`src/rtl/bm_dl_bit_serial_subtractor.sv`:
```
// rtl/bm_dl_bit_serial_subtractor.sv - bit-serial subtractor, one full-subtractor cell, LSB first
//
// Computes D = X - Y - borrowin (mod 2**WIDTH) over WIDTH SHIFT cycles.
// Optional feature macro: BM_DL_SUB_OVERFLOW_EN (adds the overflow output).
//
// Ports:
//   clock      rising-edge clock
//   reset      asynchronous, active-high reset
//   start      request, sampled only in IDLE
//   borrowin   borrow into bit 0, captured with X/Y
//   X, Y       minuend / subtrahend, captured when start is accepted
//   busy       high while in SHIFT
//   done       one-cycle pulse in DONE
//   D          difference, held until the next result is written
//   borrowout  borrow out of the MSB, held like D
//   overflow   (macro only) two's-complement overflow, held like D
module bm_dl_bit_serial_subtractor #(
    parameter int WIDTH = 4,
    parameter int CNT_W = 3
) (
    input  logic             clock,
    input  logic             reset,
    input  logic             start,
    input  logic             borrowin,
    input  logic [WIDTH-1:0] X,
    input  logic [WIDTH-1:0] Y,
    output logic             busy,
    output logic             done,
    output logic [WIDTH-1:0] D,
`ifdef BM_DL_SUB_OVERFLOW_EN
    output logic             borrowout,
    output logic             overflow
`else
    output logic             borrowout
`endif
);

    typedef enum logic [1:0] {
        S_IDLE  = 2'd0,
        S_SHIFT = 2'd1,
        S_DONE  = 2'd2
    } state_t;

    state_t state_q, state_d;

    logic [WIDTH-1:0] xs_q, xs_d;
    logic [WIDTH-1:0] ys_q, ys_d;
    logic [WIDTH-1:0] rs_q, rs_d;
    logic [WIDTH-1:0] res_q, res_d;
    logic [CNT_W-1:0] cnt_q, cnt_d;
    logic             b_q, b_d;
    logic             bout_q, bout_d;

    logic diff_bit;
    logic b_next;
    logic last_bit;

`ifdef BM_DL_SUB_OVERFLOW_EN
    logic ovf_q, ovf_d;
`endif

    // Registered full-subtractor cell operating on the current LSBs.
    always_comb begin
        diff_bit = xs_q[0] ^ ys_q[0] ^ b_q;
        b_next   = (~xs_q[0] & ys_q[0]) | (~xs_q[0] & b_q) | (ys_q[0] & b_q);
        last_bit = (cnt_q == CNT_W'(WIDTH - 1));
    end

    always_ff @(posedge clock or posedge reset) begin
        if (reset) begin
            state_q <= S_IDLE;
            xs_q    <= '0;
            ys_q    <= '0;
            rs_q    <= '0;
            res_q   <= '0;
            cnt_q   <= '0;
            b_q     <= 1'b0;
            bout_q  <= 1'b0;
`ifdef BM_DL_SUB_OVERFLOW_EN
            ovf_q   <= 1'b0;
`endif
        end else begin
            state_q <= state_d;
            xs_q    <= xs_d;
            ys_q    <= ys_d;
            rs_q    <= rs_d;
            res_q   <= res_d;
            cnt_q   <= cnt_d;
            b_q     <= b_d;
            bout_q  <= bout_d;
`ifdef BM_DL_SUB_OVERFLOW_EN
            ovf_q   <= ovf_d;
`endif
        end
    end

    // Next-state logic.
    always_comb begin
        state_d = state_q;
        case (state_q)
            S_IDLE:  if (start) state_d = S_SHIFT;
            S_SHIFT: if (last_bit) state_d = S_DONE;
            S_DONE:  state_d = S_IDLE;
            default: state_d = S_IDLE;
        endcase
    end

    // Datapath next values. The result registers are written only on the
    // last shift, so the previous answer stays visible throughout SHIFT.
    always_comb begin
        xs_d   = xs_q;
        ys_d   = ys_q;
        rs_d   = rs_q;
        res_d  = res_q;
        cnt_d  = cnt_q;
        b_d    = b_q;
        bout_d = bout_q;
`ifdef BM_DL_SUB_OVERFLOW_EN
        ovf_d  = ovf_q;
`endif
        case (state_q)
            S_IDLE: begin
                if (start) begin
                    xs_d  = X;
                    ys_d  = Y;
                    b_d   = borrowin;
                    cnt_d = '0;
                end
            end
            S_SHIFT: begin
                b_d   = b_next;
                rs_d  = {diff_bit, {(WIDTH-1){1'b0}}} | (rs_q >> 1);
                xs_d  = xs_q >> 1;
                ys_d  = ys_q >> 1;
                cnt_d = cnt_q + CNT_W'(1);
                if (last_bit) begin
                    res_d  = rs_d;
                    bout_d = b_next;
`ifdef BM_DL_SUB_OVERFLOW_EN
                    // On the last shift xs_q[0]/ys_q[0] are the captured
                    // operand MSBs and diff_bit is the result MSB.
                    ovf_d  = (xs_q[0] != ys_q[0]) && (diff_bit != xs_q[0]);
`endif
                end
            end
            default: ;
        endcase
    end

    // Outputs are pure decodes of registered state.
    always_comb begin
        busy      = (state_q == S_SHIFT);
        done      = (state_q == S_DONE);
        D         = res_q;
        borrowout = bout_q;
`ifdef BM_DL_SUB_OVERFLOW_EN
        overflow  = ovf_q;
`endif
    end

endmodule
```
`config.mk`:
```
export PLATFORM = sky130hd
export DESIGN_NAME = bm_dl_bit_serial_subtractor
export DESIGN_NICKNAME = d
export VERILOG_FILES = /design/src/rtl/bm_dl_bit_serial_subtractor.sv
export SDC_FILE = /design/constraint.sdc
export NUM_CORES = 1
export LEC_CHECK = 0
export CELL_PAD_IN_SITES_DETAIL_PLACEMENT = 1
export CELL_PAD_IN_SITES_GLOBAL_PLACEMENT = 2
export CORE_UTILIZATION = 25
export DETAILED_ROUTE_END_ITERATION = 6
export MAX_ROUTING_LAYER = met4
export PLACE_DENSITY_LB_ADDON = 0.1
export SLEW_MARGIN = 20
export SYNTH_ARGS = -nofsm -noshare
export SYNTH_HDL_FRONTEND = slang
export SYNTH_SLANG_ARGS = --single-unit
```
`constraint.sdc`:
```
create_clock -name clock -period 1.5 [get_ports clock]
set_input_delay 0.375 -clock clock [delete_from_list [all_inputs] [get_ports clock]]
set_output_delay 0.375 -clock clock [all_outputs]
set_load 0.01 [all_outputs]
```
Word-level counts from Yosys, hierarchy flattened

Cells that the tools add are included.

Add/subtract/negate cells: 1
Eq/ne operators: 5
Mux-type cells: 11
Bitwise operators: 9
Reductions and logical operators: 5

Operators with widths:

| cell                                                                     | number |
|---|---|
| 4-bit one-hot mux with 2 select lines                                    | 2 |
| 4-bit two-way mux                                                        | 2 |
| 3-bit one-hot mux with 2 select lines                                    | 1 |
| 2-bit AND reduction                                                      | 3 |
| 2-bit two-way mux                                                        | 2 |
| 4-bit by 3-bit bitwise OR with 4-bit output                              | 1 |
| 2-bit one-hot mux with 2 select lines                                    | 1 |
| 3-bit by 1-bit adder with 3-bit output (second input constant)           | 1 |
| 1-bit AND                                                                | 3 |
| 3-bit by 2-bit equality test with 1-bit output (second input constant)   | 1 |
| 3-bit two-way mux                                                        | 1 |
| 2-bit by 1-bit equality test with 1-bit output (second input constant)   | 1 |
| 2-bit equality test (second input constant)                              | 1 |
| 2-bit zero test                                                          | 1 |
| 2-bit by 1-bit inequality test with 1-bit output (second input constant) | 1 |
| 2-bit inequality test (second input constant)                            | 1 |
| 1-bit bitwise OR                                                         | 2 |
| 1-bit one-hot mux with 2 select lines                                    | 1 |
| 2-bit nonzero test                                                       | 1 |
| 1-bit bitwise XOR                                                        | 2 |
| 1-bit two-way mux                                                        | 1 |
| 1-bit inverter                                                           | 1 |

Flip-flop bits (word level): 23
Bits of input ports: 12
Output and inout port bits: 7
Word-level logic and storage cells: 39

Logic depth before layout (Yosys ltp)

Gate-level depths: netlist (run 1).

Depth after elaboration: 5
Gate-level depth with buffers: 6
Depth with buffers taken out: 5

Least setup slack after synthesis (run 1)

No wires, ideal clock.

Path type: register to register
Start point: register cnt_q[0]
End point: register res_q[0] (netlist: D[0])
Arrival time: 1193 ps
Path slack: 182 ps
Cell stages (with the launch flop): 5
Path buffers: 0
Path through: dfrtp_1 ha_1 ha_1 nand3b_4 mux2_4

Longest elaborated chain between the ends: 2

Ends and longest elaborated chain:

| item                                           | line | text |
|---|---|---|
| from (decl)                                    | 50   | `logic [CNT_W-1:0] cnt_q, cnt_d;` |
| from (signal assigned)                         | 88   | `cnt_q <= cnt_d;` |
| 3-bit by 2-bit equality test with 1-bit output | 66   | `last_bit = (cnt_q == CNT_W'(WIDTH - 1));` |
| 2-bit AND reduction (no source line)           | n/a  |  |
| to (signal assigned)                           | 87   | `res_q <= res_d;` |
| to (decl)                                      | 49   | `logic [WIDTH-1:0] res_q, res_d;` |

Every way passes these cells.
A chain may end at the register's enable or synchronous reset.

Worst setup path in the final report (run 1)

Start point: register state_q[1]
End point: output port busy

Longest elaborated chain between the ends: 1

Ends and longest elaborated chain:

| item                                           | line | text |
|---|---|---|
| from (decl)                                    | 44   | `state_t state_q, state_d;` |
| from (signal assigned)                         | 83   | `state_q <= state_d;` |
| 2-bit by 1-bit equality test with 1-bit output | 152  | `busy = (state_q == S_SHIFT);` |
| to (decl)                                      | 27   | `output logic busy,` |

Every way passes these cells.

==> metrics.yaml, run 1 <==
run_status: "finished, final reports clean"
clk_transition_reported_paths_ps: 80
start_util_pct: 26.0
rrSetupSlack_ps: 90
fp-row-count: 23
setup_viol_count_final: 0
numCtsBuffers: 3
cts_max_path_buffers: 2
net-switching-power_mw: 0.961
cts_root_buf: "clkbuf_8"
synth_top_cells_by_area: "dfrtp_1 53%, mux2_4 8.7%, o22ai_1 8.5%"
cp_data_required_time_ps: 1120
synth_ff_type: "dfrtp_1"
critical_path_peak_fanout: 3
finalCritPeriodShare_pct: 96.0
timing.rr.start: "cnt_q[0]"
dieWidth_um: 66.3
drc: 0
yosysSeqAreaShare_pct: 53.3
synth_edf_count: 0
track_usage_pct: 12.7
gp_congestion: 0.656
wirelength_um: 2250
synth_nets: 105
leakagePower_nw: 0.631
vias_per_cell: 4.51
r2r_end: "D[1]"
critPathKind: "reg -> out"
final_cells: 165
syn_area_per_cell_um2: 11.5
worst_skew_pair.late_latency_ps: 260
maxCapViolations: 0
clock-sinks: 22
cts_tree: "yes"
reg2reg_depth: 4
postRouteAntennaNets: 0
grt_pass1_wl_um: 4000
postCtsHoldBufs: 0
yosysTopAreaCell: "dfrtp_1"
fmax_ghz: 0.694
maxSlewHeadroom_pct: 81.3
multi_input_area_um2: 404
drv_slew: 0
p_comb_share_pct: 42.1
first_pass_iters: 4
regArea_um2: 551
post-place-ws_ps: 2.80
clkPwrFrac_pct: 19.8
grt_max_degree: 23
dp_cells: 160
total_power_mw: 2.81
hpwlAfterDp_um: 1630
drtIter0Drc: 30
netlist.area_leader.share_pct: 53.3
final.setup.tns_ps: 0
hold-worst-slack_ps: 447
first_global_vias: 824
htreeDepth: 1
insertedDiodeCount: 0
worst_setup_path_end_kind: "output pin"
async_flop_share_pct: 100
synth_common_cells: "22 x dfrtp_1, 14 x o22ai_1, 12 x o21ai_0, 8 x a21oi_1, 8 x inv_1"
fin_ws_ps: 59.9
synth.distinct_cells: 17
finish.net_count: 131
seqPwrFrac_pct: 38.1
finalCriticalPeriod_ps: 1440
antenna_found_initial: 0
numPortBuffers: 18
ios: 19
area_growth_pct: 30.5
postSynthCellCount: 90
core_area_um2: 3970
powerDensity_nw_per_um2: 2090
internal_power_mw: 1.85
vdd_drop_max_mv: 0.654
cp.arrival_ps: 1070
die-area_um2: 4400
n_fill_cell: 446
synth_seq_cells: 22
drive_above_1_share_pct: 20.0
rsz0062_at_grt: "false"
wire_per_inst_um: 13.6
syn_area_um2: 1030
hold_class: "in -> async"
die_h_um: 66.3
yosysMostFrequentCell: "dfrtp_1"
skew_ps: 2.92
worst_pin_slew_ps: 281
num_vias: 744
final_hold_viol_count: 0
start_kind: "flop"
overflow: 0
yosysWarnings: 0
switching_share_pct: 34.1
==> cell type report <==
class	instances	area share [%]
Sequential cell	22	40.8
Multi-Input combinational cell	55	30.0
Timing Repair Buffer	26	17.1
Tap cell	50	4.64
Clock buffer	3	3.06
Clock inverter	1	2.23
Inverter	8	2.23
==> worst max-delay path by stage <==
stage / slack (ps) / startpoint / endpoint
CTS: 2 / state_q[0] / done
global placement: -5 / state_q[0] / done
finish: 60 / state_q[1] / busy
floorplan: 180 / cnt_q[0] / D[0]
global route: 4 / state_q[1] / busy
detailed placement: 3 / state_q[1] / busy
==> stage by stage <==
stage                     area (um^2)  utilization [%]
after detailed placement         1270             32.0
after floorplan                  1030                -
final                            1350             34.0
after global routing             1350             34.0
after global placement           1270             32.0
after CTS                        1340             33.7
==> power groups by stage <==
stage | clock network, mW | registers [mW] | logic (mW)
floorplan | 0 | 1.06 | 0.863
global placement | 0 | 1.07 | 1.21
detailed placement | 0 | 1.08 | 1.25
CTS | 0.578 | 1.07 | 1.20
global route | 0.603 | 1.11 | 1.35
finish | 0.556 | 1.07 | 1.19
==> layer usage <==
| layer | vias to the layer above | share of wire (%) | wire (um) | track usage (%) |
|---|---|---|---|---|
| met5 | - | 0 | 0 | - |
| met2 | 11 | 45 | 1010 | 19.0 |
| met1 | 365 | 50 | 1130 | 17.2 |
| met3 | 2 | 4.0 | 89 | 3.62 |
| met4 | 0 | 0.62 | 14 | 2.39 |
| li1 | 366 | - | - | - |
==> cell families (layout without fill, tap and decap cells) <==
| group | count (synthesis) | in the layout | synth area share, % |
|---|---|---|---|
| multiplexers | 6 | 6 | 8.72 |
| adder cells (fa/ha/maj) | 3 | 3 | 4.36 |
| flip-flops | 22 | 22 | 53.3 |
| AO/OA/AOI/OAI | 34 | 34 | 18.2 |
| buffers and inverters | 13 | 38 | 8.35 |
| AND/OR/NAND/NOR | 12 | 12 | 7.14 |
==> layout by cell type, fill, tap and decap left out, types with 2 or more instances in the layout <==
master,netlist,layout
a21oi_1,8,8
buf_4,1,8
clkbuf_8,0,3
clkdlybuf4s50_1,0,11
dfrtp_1,22,22
dlygate4sd2_1,0,5
ha_1,2,2
inv_1,8,8
mux2_4,6,6
nand2_1,4,4
nor2_1,3,3
nor2b_1,2,2
o21ai_0,12,12
o22ai_1,14,14
==> critical path, stage by stage, from the launching register on <==
cell	delay, ps
dfrtp_1	400
nand2b_4	150
inv_1	50
clkdlybuf4s15_2	210
==> timing repair <==
action	in CTS	in global routing
buffers inserted	0	1
gates resized for setup	10	2
pin swaps	0	0
setup endpoints to repair	7	2
==> registers in the layout (all words and copies together) (netlist names) <==
register / cells
rs_q: 3
xs_q: 4
cnt_q: 3
state_q: 2
b_q: 1
ys_q: 4
borrowout: 1
D: 4
No activity file was read; power rests on OpenSTA's default activity.
==> run 2, diff against run 1 <==
Settings changed: SKIP_LAST_GASP set to 1.
==> run 2 against run 1 <==
Net effect: flip-flop and latch count unchanged; first-iteration DRC count unchanged; global-route usage unchanged; hold slack about the same; clock-buffer cell count unchanged; maximum frequency up 2.4%; combinational power about the same; wire length up 0.13%; clock skew about the same; die area unchanged; final cell count unchanged.
==> metrics.yaml, run 2 (synthesis results as in run 1) <==
rsz0062_at_grt: "false"
critPathKind: "reg -> reg"
fp-row-count: 23
use_met1_pct: 17.2
cp_common_cell: "ha_1"
hold_class: "in -> async"
num_vias: 744
gp_congestion: 0.656
cts_tree: "yes"
cp_data_required_time_ps: 1650
grt_max_degree: 23
maxCapViolations: 0
vias_per_cell: 4.51
final_cells: 165
crit_start: "cnt_q[0]"
grt_use_met2_pct: 19.0
r2r_end: "D[1]"
first_pass_iters: 4
drv_slew: 0
wirelength_um: 2250
max_stage_delay_ps: 400
regArea_um2: 551
grt_pass1_wl_um: 4000
insertedDiodeCount: 0
skew_ps: 2.93
start_kind: "flop"
cp.arrival_ps: 1560
core_area_um2: 3970
final_common_cell: "dfrtp_1"
fmax_ghz: 0.711
die_h_um: 66.3
rrSetupSlack_ps: 90
wire_per_inst_um: 13.6
start_util_pct: 26.0
antenna_found_initial: 0
drtIter0Drc: 30
cts_root_buf: "clkbuf_8"
powerDensity_nw_per_um2: 2080
top_usage_layer: "met2"
dieWidth_um: 66.3
postRouteAntennaNets: 0
cts_max_path_buffers: 2
htreeDepth: 1
post-place-ws_ps: 2.80
worst_setup_path_end_kind: "flop"
slowest_stage: "dfrtp_1"
area_growth_pct: 29.2
finalCriticalPeriod_ps: 1410
clk_transition_reported_paths_ps: 80
finalCritPeriodShare_pct: 93.8
fin_util_pct: 33.6
use_met3_pct: 3.62
timing.rr.start: "cnt_q[0]"
overflow: 0
finish.net_count: 131
first_global_vias: 824
worst_pin_slew_ps: 281
drive_above_1_share_pct: 19.1
leakagePower_nw: 0.628
die-area_um2: 4400
hpwlAfterDp_um: 1630
layout_common_cells: "22 x dfrtp_1, 14 x o22ai_1, 12 x o21ai_0"
maxSlewHeadroom_pct: 81.3
numCtsBuffers: 3
reg2reg_depth: 4
drc: 0
setup_viol_count_final: 0
vdd_drop_max_mv: 0.654
multi_input_area_um2: 397
final_hold_viol_count: 0
worst_skew_pair.late_latency_ps: 260
cp_cell_sequence: "ha_1 > ha_1 > nand3b_4 > mux2_4"
track_usage_pct: 12.7
clock-sinks: 22
ios: 19
n_fill_cell: 448
fin_ws_ps: 93.3
dp_cells: 160
numPortBuffers: 18
run_status: "finished, final reports clean"
critical_path_peak_fanout: 7
==> run 2: cell types whose count changed in the layout (fill, tap and decap cells not counted) <==
| cell | delta |
|---|---|
| nand2b_4 | -1 |
| clkbuf_2 | +1 |
| nand2b_1 | +1 |
| clkdlybuf4s15_2 | -1 |
==> run 2: final cells by class <==
class                           instances  area share [%]
Multi-Input combinational cell         55            29.7
Tap cell                               50            4.69
Clock inverter                          1            2.25
Clock buffer                            3            3.09
Inverter                                8            2.25
Sequential cell                        22            41.2
Timing Repair Buffer                   26            16.8
==> run 2: through the flow <==
stage	cell area (um^2)	TNS (ps)	hold WS (ps)	total power [mW]
after global routing	1340	0	494	3.04
after floorplan	1030	0	364	1.92
after detailed placement	1270	0	476	2.33
after global placement	1270	-5.07	466	2.29
final	1340	0	447	2.78
after CTS	1340	-29.5	458	2.84
==> run 2: report_power, final <==
group / switching [mW] / internal (mW) / total [mW]
sequential: 0.190 / 0.874 / 1.06
clock: 0.200 / 0.356 / 0.556
combinational: 0.564 / 0.599 / 1.16
==> run 2: worst max path at each step <==
stage / depth (start not counted) / slack [ps] / end
3_5_place_dp: 3 / 3 / busy
3_3_place_gp: 2 / -5 / done
5_1_grt: 4 / 30 / D[1]
6_report: 4 / 90 / D[1]
4_1_cts: 3 / -30 / busy
2_1_floorplan: 4 / 180 / D[0]
==> run 2: routing by layer <==
metal	wire (um)	vias to the layer above
met4	14	0
met2	1010	11
met5	0	-
li1	-	366
met3	91	2
met1	1130	365
==> run 2: critical path, delay by kind of cell (launching register included) <==
family	cells	cell delay [ps]
fa+ha+maj	2	430
mux	1	310
flops	1	400
simple gates	1	160
==> run 2: what timing repair did <==
| item | CTS | global route |
|---|---|---|
| setup buffers | 0 | 1 |
| hold endpoints to repair | 0 | 0 |
| setup endpoints to repair | 7 | 2 |
| hold buffers | 0 | 0 |
| gates resized for setup | 8 | 3 |
==> patch (config.mk and constraints of run 1) <==
The parameter `CNT_W` goes from 3 to 2.
--- a/src/rtl/bm_dl_bit_serial_subtractor.sv
+++ b/src/rtl/bm_dl_bit_serial_subtractor.sv
@@ -18,3 +18,3 @@
     parameter int WIDTH = 4,
-    parameter int CNT_W = 3
+    parameter int CNT_W = 2
 ) (
Function: no difference found for any inputs over 10 cycles, from zero or initial values and one cycle with reset high; that may be too few to reach the edited logic, so the function may still have changed.
==> patch against run 1 <==
Setup slack improved by 17 ps; total power fell by 8.3%; first-iteration DRC count shrank 30%; synthesized area shrank 7.5%; global-route usage down 0.073 points; die area decreased by 7.3%; sequential share of layout area is 0.77 points higher; sequential cell count down 1; register-to-register slack improved by 110 ps; cell area fell by 6.3%; cell count decreased by 4.8%; routed wire length fell by 3.1%; highest routed layer unchanged.
==> patch: results (changes against run 1) <==
Critical path
  – Critical Path AT: 1050 ps (-20 ps)
  – Delay-heaviest family, CP: flip-flops
  – Crit path largest cell delay: 380 ps (-20 ps)
  – R2r setup slk: 200 ps (+110 ps)
  – Worst Path Max Fanout: 2 (-1)
  – Reg2Reg Launch Point: state_q[1]$_DFFE_PP0P_

Routing
  – DR vias: 707 (-5.0%)
  – Met1 WL: 1110 um (-2.2%)
  – 1st-iter DRT viols: 21 (-30%)
  – Met2 wire length: 977 um (-3.4%)
  – Initial DRT Pass Iterations: 2 (-2)
  – Post-Route WL: 2180 um (-3.1%)
  – Met3 wire length: 72 um (-19%)

Synth
  – Mapped Cells: 82 (-8.9%)
  – Register area share after synthesis: 0.550 (+0.0171)
  – Synthesized net count: 96 (-8.6%)
  – Synth Area in Adders: 0.0340 (-0.00955)
  – Top cells by area, synth: dfrtp_1 55%, o22ai_1 9.2%, mux2_4 6.3%
  – Synth Area in Compound Gates: 0.188 (+0.00688)
  – Yosys cell types: 19 (+2)
  – Most frequent cells after synthesis: 21 x dfrtp_1, 14 x o22ai_1, 10 x o21ai_0

Global route
  – GRT Total Usage: 0.126 (-0.000731)
  – GR Util met1: 0.158 (-0.0140)
  – First-pass GRT wire length: 3830 um (-4.3%)
  – M3 GR Usage: 0.0339 (-0.00228)
  – Vias in the first global route: 785 (-4.7%)
  – Met2 Use GR: 0.201 (+0.0107)

Timing
  – Clock skew: 1.58 ps (-1.34 ps)
  – Slew @ Worst Pin: 286 ps (+4.76 ps)

Placed design
  – GPL Wtd Cong: 0.682 (+4.1%)
  – Placed Cells: 152 (-5.0%)

Cells and area
  – NumNets Final: 124 (-5.3%)
  – Share of cells above drive strength 1: 0.220 (+0.0202)
  – Post-Layout Cell Count: 157 (-4.8%)

Run status
  – Status: completed
patch: cell types whose count changed in the layout (fill, tap and decap cells not counted), moves of 2 or more:
cell     before  now
mux2_2        0    2
o21ai_0      12   10
nor2b_1       2    0
mux2_4        6    4
patch: what timing repair did:
item / CTS / global route
setup buffers: 1 / 0
endpoints found under the setup margin: 7 / 1
gates resized for setup: 10 / 1
patch: where the power goes:
part	leakage, nW	internal [W]	switching [W]
sequential	0.254	0.000843	0.000190
clock	0.0255	0.000185	0.000193
combinational	0.305	0.000621	0.000550
patch: cell type report:
cell class | count | area [um2]
clock buffers | 3 | 41.3
well taps | 48 | 60.1
fillers | 416 | 2400
repair buffers | 27 | 236
multi-input cells | 50 | 369
flip-flops and latches | 21 | 526
inverters | 7 | 26.3
clock inverters | 1 | 5.00
patch: per-stage QoR:
step	cell area, um2	setup slack [ps]	hold WS [ps]
final	1260	76.9	465
after global routing	1260	20.0	512
after CTS	1260	17.9	466
after detailed placement	1220	10.9	469
after global placement	1220	8.81	461
after floorplan	956	285	352
